## config.mk

```make
export PLATFORM = sky130hd
export DESIGN_NAME = load_seq_ctrl
export DESIGN_NICKNAME = d
export VERILOG_FILES = /design/src/rtl/ld_pkg.sv /design/src/rtl/load_align_ext.sv /design/src/rtl/load_seq_ctrl.sv
export SDC_FILE = /design/constraint.sdc
export NUM_CORES = 1
export LEC_CHECK = 0
export BUFFER_PORTS_ARGS = -buffer_cell sky130_fd_sc_hd__buf_4
export CELL_PAD_IN_SITES_DETAIL_PLACEMENT = 1
export CELL_PAD_IN_SITES_GLOBAL_PLACEMENT = 1
export CORE_ASPECT_RATIO = 0.7
export CORE_MARGIN = 5
export CORE_UTILIZATION = 25
export CTS_BUF_LIST = sky130_fd_sc_hd__clkbuf_4
export CTS_CLUSTER_DIAMETER = 50
export DETAILED_ROUTE_END_ITERATION = 16
export PLACE_DENSITY_LB_ADDON = 0.3
export RECOVER_POWER = 25
export SLEW_MARGIN = 20
export SYNTH_ARGS = -nofsm -noshare
export SYNTH_HDL_FRONTEND = slang
export SYNTH_HIERARCHICAL = 1
export SYNTH_SLANG_ARGS = --single-unit
```

## constraint.sdc

```tcl
create_clock -name clk -period 3.6 [get_ports clk]
set_input_delay 0.18 -clock clk [delete_from_list [all_inputs] [get_ports clk]]
set_output_delay 0.18 -clock clk [all_outputs]
set_load 0.01 [all_outputs]
```

## src/rtl/ld_pkg.sv

```systemverilog
// rtl/ld_pkg.sv - shared constants, state encoding and start-check helper for the load sequencer
package ld_pkg;

  localparam logic [6:0] OPC_LOAD = 7'b0000011;

  localparam logic [2:0] F3_LB  = 3'd0;
  localparam logic [2:0] F3_LH  = 3'd1;
  localparam logic [2:0] F3_LW  = 3'd2;
  localparam logic [2:0] F3_LBU = 3'd4;
  localparam logic [2:0] F3_LHU = 3'd5;

  localparam logic [1:0] FC_NONE     = 2'd0;
  localparam logic [1:0] FC_MISALIGN = 2'd1;
  localparam logic [1:0] FC_ILLEGAL  = 2'd2;
  localparam logic [1:0] FC_TIMEOUT  = 2'd3;

  typedef enum logic [1:0] {
    IDLE = 2'd0,
    REQ  = 2'd1,
    WB   = 2'd2,
    ERR  = 2'd3
  } state_t;

  // Byte loads never fault on alignment; halfwords need ea[0]=0, words need ea[1:0]=0.
  function automatic logic [1:0] start_fault(input logic [2:0] f3, input logic [1:0] ea_lo);
    logic [1:0] code;
    case (f3)
      F3_LB, F3_LBU: code = FC_NONE;
      F3_LH, F3_LHU: code = ea_lo[0] ? FC_MISALIGN : FC_NONE;
      F3_LW:         code = (ea_lo != 2'b00) ? FC_MISALIGN : FC_NONE;
      default:       code = FC_ILLEGAL;
    endcase
    return code;
  endfunction

endpackage

```

## src/rtl/load_align_ext.sv

```systemverilog
// rtl/load_align_ext.sv - selects the addressed byte/halfword lane of a read word and extends it
module load_align_ext
  import ld_pkg::*;
(
  input  logic [31:0] i_word,
  input  logic [1:0]  i_ea_lo,
  input  logic [2:0]  i_funct3,
  output logic [31:0] o_val
);

  logic [7:0]  w_b;
  logic [15:0] w_h;

  assign w_b = i_word[8*i_ea_lo +: 8];
  assign w_h = i_word[16*i_ea_lo[1] +: 16];

  always_comb begin
    o_val = i_word;
    case (i_funct3)
      F3_LB:   o_val = {{24{w_b[7]}}, w_b};
      F3_LH:   o_val = {{16{w_h[15]}}, w_h};
      F3_LBU:  o_val = {24'b0, w_b};
      F3_LHU:  o_val = {16'b0, w_h};
      default: o_val = i_word;
    endcase
  end

endmodule

```

## src/rtl/load_seq_ctrl.sv

```systemverilog
// rtl/load_seq_ctrl.sv - RV32I load sequencer: address check, req/ack word read, lane extract, writeback
module load_seq_ctrl
  import ld_pkg::*;
#(
  parameter int TIMEOUT_CYCLES = 255,
  parameter int TMO_W          = 16
) (
  input  logic        clk,
  input  logic        rst,
  input  logic        op,
  input  logic        flush,
  input  logic [6:0]  ins_dec_op,
  input  logic [2:0]  ins_dec_funct3,
  input  logic [31:0] reg_rs1_val,
  input  logic [31:0] ins_dec_imm,
  input  logic [4:0]  reg_rd,
  output logic        mem_req,
  output logic [31:0] mem_addr,
  input  logic        mem_ack,
  input  logic [31:0] mem_rdata,
  output logic        busy,
  output logic        done,
  output logic        reg_w_op,
  output logic [4:0]  reg_w_reg_idx,
  output logic [31:0] reg_w_reg_val,
  output logic        fault,
  output logic [1:0]  fault_code
);

  state_t            r_state, w_state_nxt;
  logic [1:0]        r_ea_lo;
  logic [2:0]        r_f3;
  logic [4:0]        r_rd;
  logic [1:0]        r_code, w_code_nxt;
  logic [TMO_W-1:0]  r_cnt;

  logic [31:0]       w_ea;
  logic              w_start;
  logic              w_tmo;
  logic [31:0]       w_ext;

  logic              r_mem_req, w_mem_req_nxt;
  logic [31:0]       r_mem_addr, w_mem_addr_nxt;
  logic              r_busy, w_busy_nxt;
  logic              r_done, w_done_nxt;
  logic              r_reg_w_op, w_reg_w_op_nxt;
  logic [4:0]        r_idx, w_idx_nxt;
  logic [31:0]       r_val, w_val_nxt;
  logic              r_fault, w_fault_nxt;
  logic [1:0]        r_fault_code, w_fault_code_nxt;

  assign w_ea    = reg_rs1_val + ins_dec_imm;
  assign w_start = (r_state == IDLE) && op && !flush && (ins_dec_op == OPC_LOAD);
  // r_cnt counts completed REQ cycles, so the last allowed one sees TIMEOUT_CYCLES-1.
  assign w_tmo   = (r_cnt == TMO_W'(TIMEOUT_CYCLES - 1));

  load_align_ext u_align (
    .i_word   (mem_rdata),
    .i_ea_lo  (r_ea_lo),
    .i_funct3 (r_f3),
    .o_val    (w_ext)
  );

  always_ff @(posedge clk or posedge rst) begin
    if (rst) begin
      r_state      <= IDLE;
      r_ea_lo      <= 2'b00;
      r_f3         <= 3'b000;
      r_rd         <= 5'd0;
      r_code       <= FC_NONE;
      r_cnt        <= '0;
      r_mem_req    <= 1'b0;
      r_mem_addr   <= 32'd0;
      r_busy       <= 1'b0;
      r_done       <= 1'b0;
      r_reg_w_op   <= 1'b0;
      r_idx        <= 5'd0;
      r_val        <= 32'd0;
      r_fault      <= 1'b0;
      r_fault_code <= FC_NONE;
    end else begin
      r_state <= w_state_nxt;
      r_code  <= w_code_nxt;
      if (w_start) begin
        r_ea_lo <= w_ea[1:0];
        r_f3    <= ins_dec_funct3;
        r_rd    <= reg_rd;
      end
      r_cnt        <= (r_state == REQ && w_state_nxt == REQ) ? r_cnt + 1'b1 : '0;
      r_mem_req    <= w_mem_req_nxt;
      r_mem_addr   <= w_mem_addr_nxt;
      r_busy       <= w_busy_nxt;
      r_done       <= w_done_nxt;
      r_reg_w_op   <= w_reg_w_op_nxt;
      r_idx        <= w_idx_nxt;
      r_val        <= w_val_nxt;
      r_fault      <= w_fault_nxt;
      r_fault_code <= w_fault_code_nxt;
    end
  end

  always_comb begin
    w_state_nxt = r_state;
    w_code_nxt  = r_code;
    case (r_state)
      IDLE: begin
        if (w_start) begin
          w_code_nxt  = start_fault(ins_dec_funct3, w_ea[1:0]);
          w_state_nxt = (w_code_nxt == FC_NONE) ? REQ : ERR;
        end
      end
      REQ: begin
        if (flush) begin
          w_state_nxt = IDLE;
        end else if (mem_ack) begin
          w_state_nxt = WB;
        end else if (w_tmo) begin
          w_state_nxt = ERR;
          w_code_nxt  = FC_TIMEOUT;
        end
      end
      WB:      w_state_nxt = IDLE;
      ERR:     w_state_nxt = IDLE;
      default: w_state_nxt = IDLE;
    endcase
  end

  // Outputs are computed from the next state so every port comes straight from a flop.
  always_comb begin
    w_mem_req_nxt    = (w_state_nxt == REQ);
    w_mem_addr_nxt   = 32'd0;
    w_busy_nxt       = (w_state_nxt != IDLE);
    w_done_nxt       = 1'b0;
    w_reg_w_op_nxt   = 1'b0;
    w_idx_nxt        = 5'd0;
    w_val_nxt        = 32'd0;
    w_fault_nxt      = 1'b0;
    w_fault_code_nxt = FC_NONE;
    if (w_state_nxt == REQ) begin
      w_mem_addr_nxt = (r_state == IDLE) ? {w_ea[31:2], 2'b00} : r_mem_addr;
    end
    if (w_state_nxt == WB) begin
      w_done_nxt     = 1'b1;
      w_reg_w_op_nxt = (r_rd != 5'd0);
      w_idx_nxt      = r_rd;
      w_val_nxt      = w_ext;
    end
    if (w_state_nxt == ERR) begin
      w_fault_nxt      = 1'b1;
      w_fault_code_nxt = w_code_nxt;
    end
  end

  assign mem_req       = r_mem_req;
  assign mem_addr      = r_mem_addr;
  assign busy          = r_busy;
  assign done          = r_done;
  // A redirect arriving during WB must still be able to cancel the architectural write.
  assign reg_w_op      = r_reg_w_op & ~flush;
  assign reg_w_reg_idx = r_idx;
  assign reg_w_reg_val = r_val;
  assign fault         = r_fault;
  assign fault_code    = r_fault_code;

endmodule

```

; ---- After elaboration in Yosys (flattened, before gate mapping)
; Cells that the tools add are included.
[classes]
bitwise_logic = 2
muxes = 26
reduce_logical = 15
n_addsub = 2
n_shift = 2
n_eq_ne = 16
[ops]
columns = operator, n
row1 = case mux 32 bit (4 select lines), 1
row2 = 2-to-1 mux 32 bit, 3
row3 = adder 32 bit, 1
row4 = variable part select 32 x 6 -> 16 bit, 1
row5 = variable part select 32 x 6 -> 8 bit, 1
row6 = 2-to-1 mux 2 bit, 12
row7 = adder 16 x 1 -> 16 bit (second input constant), 1
row8 = equality test 16 x 8 -> 1 bit (second input constant), 1
row9 = 2-to-1 mux 16 bit, 1
row10 = equality test 3 bit (second input constant), 4
row11 = case mux 2 bit (3 select lines), 2
row12 = equality test 2 bit (second input constant), 4
row13 = equality test 7 x 2 -> 1 bit (second input constant), 1
row14 = equality test 3 x 1 -> 1 bit (second input constant), 2
row15 = logical NOT 3 bit, 2
row16 = OR reduction 2 bit, 3
row17 = 2-to-1 mux 1 bit, 5
row18 = 2-to-1 mux 5 bit, 1
row19 = nonzero test 5 bit, 1
row20 = equality test 2 x 1 -> 1 bit (second input constant), 2
row21 = logical AND 1 bit, 4
row22 = logical NOT 2 bit, 2
row23 = case mux 2 bit (2 select lines), 1
row24 = nonzero test 2 bit, 2
row25 = 5 further kinds, 5
[totals]
reg_bits = 106
out_inout_bits = 76

; ---- Logic depth before layout (Yosys ltp)
; Gate-level depths: netlist of the first run.
[logic_depth]
word_depth = 13
depth_mapped = 11
ltp_nobuf = 11

; ---- Modules after synthesis
; The synthesis of the first run kept the hierarchy.
[by_module_without_submodules]
columns = mod, cells_per_inst, instances, area_per_inst_um2, seq_area_each_um2
row1 = load_seq_ctrl, 505, 1, 5395.2, 2602.5
row2 = load_align_ext, 118, 1, 794.5, 0.0

; ---- Worst setup path before layout of the first run
; Ideal clock, no wire load.
[synth_timing]
kind = input port to flip-flop
start = in reg_rs1_val[0]
end = reg r_mem_addr[30] (netlist: mem_addr[30])
cell_stages = 11
arrival_ns = 2.636
setup_time_ns = 0.121
n_path_buf = 0
path_slack_ns = 0.843
required_ns = 3.479
path_cell_list = ha_1 > fa_1 > a21o_1 > a221oi_2 > o31a_4 > o221ai_2 > or4_4 > nand4_2 > o21ai_1 > xor2_1 > a22o_1
[synth_between]
elab_chain_len = 12
word_cells_on_any_way = 15
[synth_lines]
columns = element, line
row1 = from (decl), load_seq_ctrl.sv:14  ; input logic [31:0] reg_rs1_val,
row2 = adder 32 bit *, load_seq_ctrl.sv:52  ; assign w_ea = reg_rs1_val + ins_dec_imm;
row3 = nonzero test 2 bit, ld_pkg.sv:30  ; F3_LW: code = (ea_lo != 2'b00) ? FC_MISALIGN : FC_NONE;
row4 = 2-to-1 mux 1 bit, ld_pkg.sv:30
row5 = case mux 2 bit (3 select lines), ld_pkg.sv:27  ; case (f3)
row6 = 2-to-1 mux 2 bit, load_seq_ctrl.sv:107  ; if (w_start) begin
row7 = 2-to-1 mux 2 bit, load_seq_ctrl.sv:105  ; case (r_state)
row8 = logical NOT 2 bit, load_seq_ctrl.sv:109  ; w_state_nxt = (w_code_nxt == FC_NONE) ? REQ : ERR;
row9 = 2-to-1 mux 2 bit, load_seq_ctrl.sv:109
row10 = 2-to-1 mux 2 bit, load_seq_ctrl.sv:107
row11 = case mux 2 bit (3 select lines), load_seq_ctrl.sv:105
row12 = equality test 2 x 1 -> 1 bit, load_seq_ctrl.sv:139  ; if (w_state_nxt == REQ) begin
row13 = inequality test 2 x 1 -> 1 bit (no source line) / 2-to-1 mux 32 bit (equally long branches), n/a
row14 = to (signal assigned), load_seq_ctrl.sv:91  ; r_mem_addr <= w_mem_addr_nxt;
row15 = to (decl), load_seq_ctrl.sv:43  ; logic [31:0] r_mem_addr, w_mem_addr_nxt;
; Every way passes the cells marked *; elsewhere a longest branch is shown, timed or not. The select of a mux whose other input is x is not followed.
; A chain may end at the register's enable or synchronous reset.

; ---- Final worst setup path of the first run
[layout_timing]
start = in reg_rs1_val[0]
end = reg r_mem_addr[26] (netlist: mem_addr[26])
; The elaborated chain is that of the path after synthesis.

==> flow_metrics.tcl, run 1 <==
set metrics [dict create \
    start_util 0.253 \
    fp.coreArea_um2 24500 \
    drive_above_1_share 0.278 \
    via_per_inst 4.72 \
    hold_violations 0 \
    synth-seq-cells 104 \
    gr-total-overflow 0 \
    slew_violations 66 \
    cts_setup_buffers 0 \
    maxCapViolCount 1 \
    seq_area_frac_synth 0.420 \
    final_cells 1163 \
    cts_tree "done" \
    critPathRequiredTime_ns 4.00 \
    grt_pass1_wl_um 33100 \
    grt_max_degree 66 \
    criticalPathCategory "in2reg" \
    period_needed_ns 2.62 \
    pwr_density_cell_nw_per_um2 297 \
    clock.fmax_mhz 382 \
    die-area_um2 28100 \
    drc 0 \
    cts.clk_slew.worst_paths_ns 0.20 \
    dp_hpwl_um 16300 \
    track_usage 0.149 \
    fin_nets 982 \
    hold_path.class "in2reg" \
    crit_path_start_kind "primary input" \
    fin_crit_sh 0.727 \
    synth_warnings 6 \
    die_h_um 142 \
    clock_skew_ns 0.0346 \
    clock_latency_ns 0.50 \
    critPathMaxFanout 4 \
    dr.pass1.iters 4 \
    power_uw 2490 \
    drt_iter0_markers 241 \
    antenna_left 0 \
    place.gp.congestion 0.859 \
    fin_tns_setup_ns 0 \
    finalSetupViolations 0 \
    rsz0062_at_grt "false" \
    avgSynthCellArea_um2 9.94 \
    power.leakage_uw 0.00412 \
    io_pins 192 \
    end_kind "register" \
    synthCells 623 \
    fin_util 0.343 \
    std_cell_rows 48 \
    num_vias 5485 \
    fp.dieW_um 198 \
    io_buffers 189 \
    tightest_slew_ns 2.45 \
    cts_root_buf "clkbuf_4" \
    synth_edf_count 0 \
    outcome "finished with violations" \
    postCtsHoldBufs 34 \
    grt_pass1_vias 5790 \
    ir_worst_vdd_mv 0.138 \
    htreeDepth 3 \
    cts_buffers 9 \
    area_delta_synth_final_pct 35.8 \
    worstPathArrival_ns 3.01 \
    wl_um 21300 \
    violations "capacitance limit, slew limit" \
    dp.cells 1112 \
    relSlewSlack -0.632 \
    synth_ff_type "dfrtp_1" \
    ctsResizeCount 0 \
    yosysUniqueCellTypes 64 \
    clockBufferDepth 2 \
    antenna_found_initial 1 \
    synthesis.area_um2 6190 \
    async_reset_ff_frac 1.00 \
    wl_per_cell_um 18.3 \
    clock_sinks 104 \
]
-- cell type report --
| cell class | instances | area (um2) |
|---|---|---|
| antenna | 1 | 2.50 |
| clock buffer | 9 | 67.6 |
| clock inverter | 7 | 91.3 |
| fill | 2823 | 16100 |
| inverter | 7 | 26.3 |
| multi-input combinational | 478 | 3410 |
| sequential | 104 | 2600 |
| tap | 325 | 407 |
| timing repair buffer | 232 | 1800 |
-- where the power goes --
part / internal (uW) / switching, uW
Sequential: 1180 / 10.5
Combinational: 307 / 326
Clock: 176 / 494
-- cell families after synthesis --
group	after synthesis	synth area share
and+or+nand+nor	210	0.174
other	1	0.000606
muxes	27	0.0479
xor gates and xnor gates	44	0.0623
buffers and inverters	42	0.0307
AOI/OAI and AO/OA	161	0.194
DFF	104	0.420
adders and majority gates	34	0.0699
-- cells in the final DEF, fill, tap and decap left out, types with 11 or more instances in the layout --
cell           count
and2_1            41
dlygate4sd3_1     34
a21oi_1           36
nand2_1           69
nor2_1            36
a21o_1            15
nor2b_1           12
o21ai_0           17
buf_4            190
mux2i_1           15
dfrtp_1          104
mux2_2            11
xnor2_1           23
a22o_1            37
ha_1              33
xor2_1            21
-- metal layers --
| layer | global-route usage | wire (um) | share of wire |
|---|---|---|---|
| met1 | 0.222 | 10500 | 0.49 |
| met2 | 0.225 | 9470 | 0.45 |
| met3 | 0.0233 | 872 | 0.041 |
| met4 | 0.0380 | 400 | 0.019 |
| met5 | 0 | 0 | 0 |
-- synthesized netlist by cell type, types with 2 or more instances --
cell	number	area, um2
and2_1	41	257
nand4_1	5	31.3
xor2_1	21	184
nor2_1	36	135
a211o_1	2	17.5
nor2b_1	13	81.3
clkbuf_1	27	101
a41oi_1	2	17.5
o22ai_1	3	18.8
a31oi_1	3	18.8
nand2b_1	3	18.8
mux2_2	11	124
o211ai_1	2	15.0
o21bai_1	3	22.5
nand3_1	9	45.0
nor4_1	3	18.8
nor3_1	2	10.0
or3_1	3	18.8
o221ai_2	2	30.0
a21oi_1	36	180
nand3b_1	8	60.1
ha_1	33	413
a221o_1	8	80.1
inv_1	7	26.3
or4_1	2	15.0
o21ai_1	3	15.0
and3_1	6	37.5
dfrtp_1	104	2600
nand4b_1	2	17.5
o22a_1	10	87.6
buf_6	3	33.8
mux2i_1	15	150
a22o_1	37	324
a221oi_2	2	30.0
xnor2_1	23	201
o21a_1	6	45.0
o21ai_0	17	85.1
nand2_1	69	259
buf_4	2	15.0
a21o_1	15	113
-- worst max-delay path: stages --
cell	delay, ns
buf_4	0.11
ha_1	0.22
fa_1	0.42
a21o_1	0.24
a221oi_2	0.38
o31a_4	0.24
o221ai_2	0.12
or4_4	0.55
nand4_2	0.13
o21ai_1	0.08
xor2_1	0.15
a22o_1	0.19
-- registers in the layout (all words and copies together), names as in the netlist, 3 cells and up --
name and count:
reg_w_reg_idx 5, reg_w_reg_val 32, r_f3 3, r_rd 5, r_cnt 16, mem_addr 30
-- stage by stage --
stage	cell area, um2	setup WS, ns	hold WS, ns
2_1_floorplan	6190	0.688	0.328
3_3_place_gp	7930	0.466	0.401
3_5_place_dp	7930	0.421	0.399
4_1_cts	8430	0.942	0.00256
5_1_grt	8400	0.475	0.0131
6_report	8400	0.984	0.0472
-- path summary, 6_finish.rpt --
kind                                           to  slack (ns)      startpoint  cells after the start
min in group asynchronous       reg_w_reg_val[30]        1.06             rst                      3
worst min register to register   reg_w_reg_idx[2]        0.52         r_rd[2]                      1
worst max register to register       mem_addr[31]        0.99       r_cnt[13]                      9
worst min-delay path                         busy        0.05           flush                      4
worst max-delay path                 mem_addr[26]        0.98  reg_rs1_val[0]                     12
max in group asynchronous             mem_addr[6]        1.11             rst                      4
Power figures use the tool's default switching activity.
==> run 2: changes to the inputs <==
==> constraint.sdc (replaced) <==
create_clock -name clk -period 2.6 [get_ports clk]
set_input_delay 0.13 -clock clk [delete_from_list [all_inputs] [get_ports clk]]
set_output_delay 0.13 -clock clk [all_outputs]
set_load 0.01 [all_outputs]
==> flow_metrics.tcl, run 2 (synthesized netlist as in run 1, its figures left out) <==
set metrics [dict create \
    io_pins 192 \
    rr_worst_depth 9 \
    max_stage_delay_ns 0.56 \
    clockBufferDepth 2 \
    r2r_start "r_cnt[12]" \
    drive_above_1_share 0.312 \
    finalSetupViolations 0 \
    place.gp.congestion 0.861 \
    num_vias 5649 \
    dp.cells 1144 \
    path_cells "or4_1 -> nor4_2 -> nor2_1 -> o22ai_1 -> nor2b_1 -> o21a_1 -> buf_12 -> a22oi_1 -> o211ai_1" \
    path_buf_inv 1 \
    relSlewSlack -0.136 \
    hold_violations 0 \
    critPathRequiredTime_ns 3.00 \
    r2r_setup_slack_ns 0.22 \
    fin_tns_setup_ns 0 \
    crit_path_start_kind "register" \
    gr-total-overflow 0 \
    dp_hpwl_um 16900 \
    tightest_slew_ns 1.69 \
    mostFrequentLayoutCells "buf_4 (225), dfrtp_1 (104), nand2_1 (69)" \
    fp.coreArea_um2 24500 \
    clock_sinks 104 \
    crit_start "r_cnt[12]" \
    clock_skew_ns 0.0262 \
    die_h_um 142 \
    slowest_stage "or4_1" \
    power_uw 3500 \
    pwr_density_cell_nw_per_um2 398 \
    end_kind "register" \
    fin_util 0.359 \
    drc 0 \
    cts_tree "done" \
    power.leakage_uw 0.00436 \
    dr.pass1.iters 4 \
    antenna_left 0 \
    fin_crit_sh 0.917 \
    wl_um 21900 \
    rsz0062_at_grt "false" \
    criticalPathCategory "reg2reg" \
    clock.fmax_mhz 420 \
    critPathMaxFanout 30 \
    crit_family "simple AND/OR/NAND/NOR gates" \
    clock_latency_ns 0.49 \
    grt_pass1_vias 5880 \
    cts_buffers 9 \
    htreeDepth 3 \
    antenna_found_initial 1 \
    r2r_end "mem_addr[31]" \
    io_buffers 189 \
    std_cell_rows 48 \
    largest_reg_flops 32 \
    die-area_um2 28100 \
    maxCapViolCount 1 \
    final_cells 1204 \
    critical_path_depth 9 \
    cts_root_buf "clkbuf_4" \
    slew_violations 36 \
    fin_nets 1023 \
    via_per_inst 4.69 \
    grt_max_degree 40 \
    ir_worst_vdd_mv 0.217 \
    layout_commonest_cell "buf_4" \
    hold_path.class "in2reg" \
    critPathCapture "mem_addr[31]" \
    fp.dieW_um 198 \
    period_needed_ns 2.38 \
    area_delta_synth_final_pct 42.1 \
    violations "capacitance limit, slew limit" \
    wl_per_cell_um 18.2 \
    track_usage 0.152 \
    start_util 0.253 \
    outcome "finished with violations" \
    worstPathArrival_ns 2.78 \
    cts.clk_slew.worst_paths_ns 0.20 \
    drt_iter0_markers 294 \
    grt_pass1_wl_um 33800 \
]
-- run 2: power by group --
part	internal, uW	switching (uW)
clock	236	671
combinational	481	474
sequential	1630	9.97
-- run 2: worst min-delay path by stage --
stage,start,endpoint,slack (ns),cells past startpoint
2_1_floorplan,mem_ack,r_state[0],0.28,1
3_3_place_gp,rst,reg_w_reg_val[26],0.34,2
3_5_place_dp,rst,reg_w_reg_val[30],0.35,2
4_1_cts,reg_rs1_val[31],mem_addr[31],0.0009,4
5_1_grt,reg_rs1_val[31],mem_addr[31],0.03,4
6_report,reg_rs1_val[31],mem_addr[31],0.03,4
-- run 2: repair_timing --
item                                    4_1_cts  5_1_grt
endpoints found under the hold margin        77        0
hold buffers                                 43        0
resized for setup                             0        1
endpoints found under the setup margin        0        1
buffers inserted                              0        0
-- run 2: stage by stage --
step / hold slack, ns / setup WS, ns / cell area (um2)
6_report: 0.0303 / 0.216 / 8800
5_1_grt: 0.0313 / 0.00127 / 8800
4_1_cts: 0.000940 / 0.109 / 8810
3_5_place_dp: 0.346 / -0.279 / 8220
3_3_place_gp: 0.339 / -0.253 / 8220
2_1_floorplan: 0.278 / 0.000693 / 6200
-- run 2: cell type report --
cell class,count,area (um2)
Antenna cell,1,2.50
Clock buffer,9,67.6
Clock inverter,7,86.3
Fill cell,2873,15700
Inverter,7,27.5
Multi-Input combinational cell,478,3410
Sequential cell,104,2600
Tap cell,325,407
Timing Repair Buffer,273,2190
-- run 2: worst register-to-register path, stage by stage, from the launching register on --
cell and delay, ns:
dfrtp_1 0.45, or4_1 0.56, nor4_2 0.29, nor2_1 0.07
o22ai_1 0.20, nor2b_1 0.10, o21a_1 0.14, buf_12 0.18
a22oi_1 0.20, o211ai_1 0.10
-- run 2: routing by layer --
layer | vias to the layer above | global-route usage | wire length, um
li1 | 2736 | - | -
met1 | 2761 | 0.229 | 10900
met2 | 135 | 0.232 | 9680
met3 | 17 | 0.0223 | 1020
met4 | 0 | 0.0340 | 284
met5 | - | 0 | 0
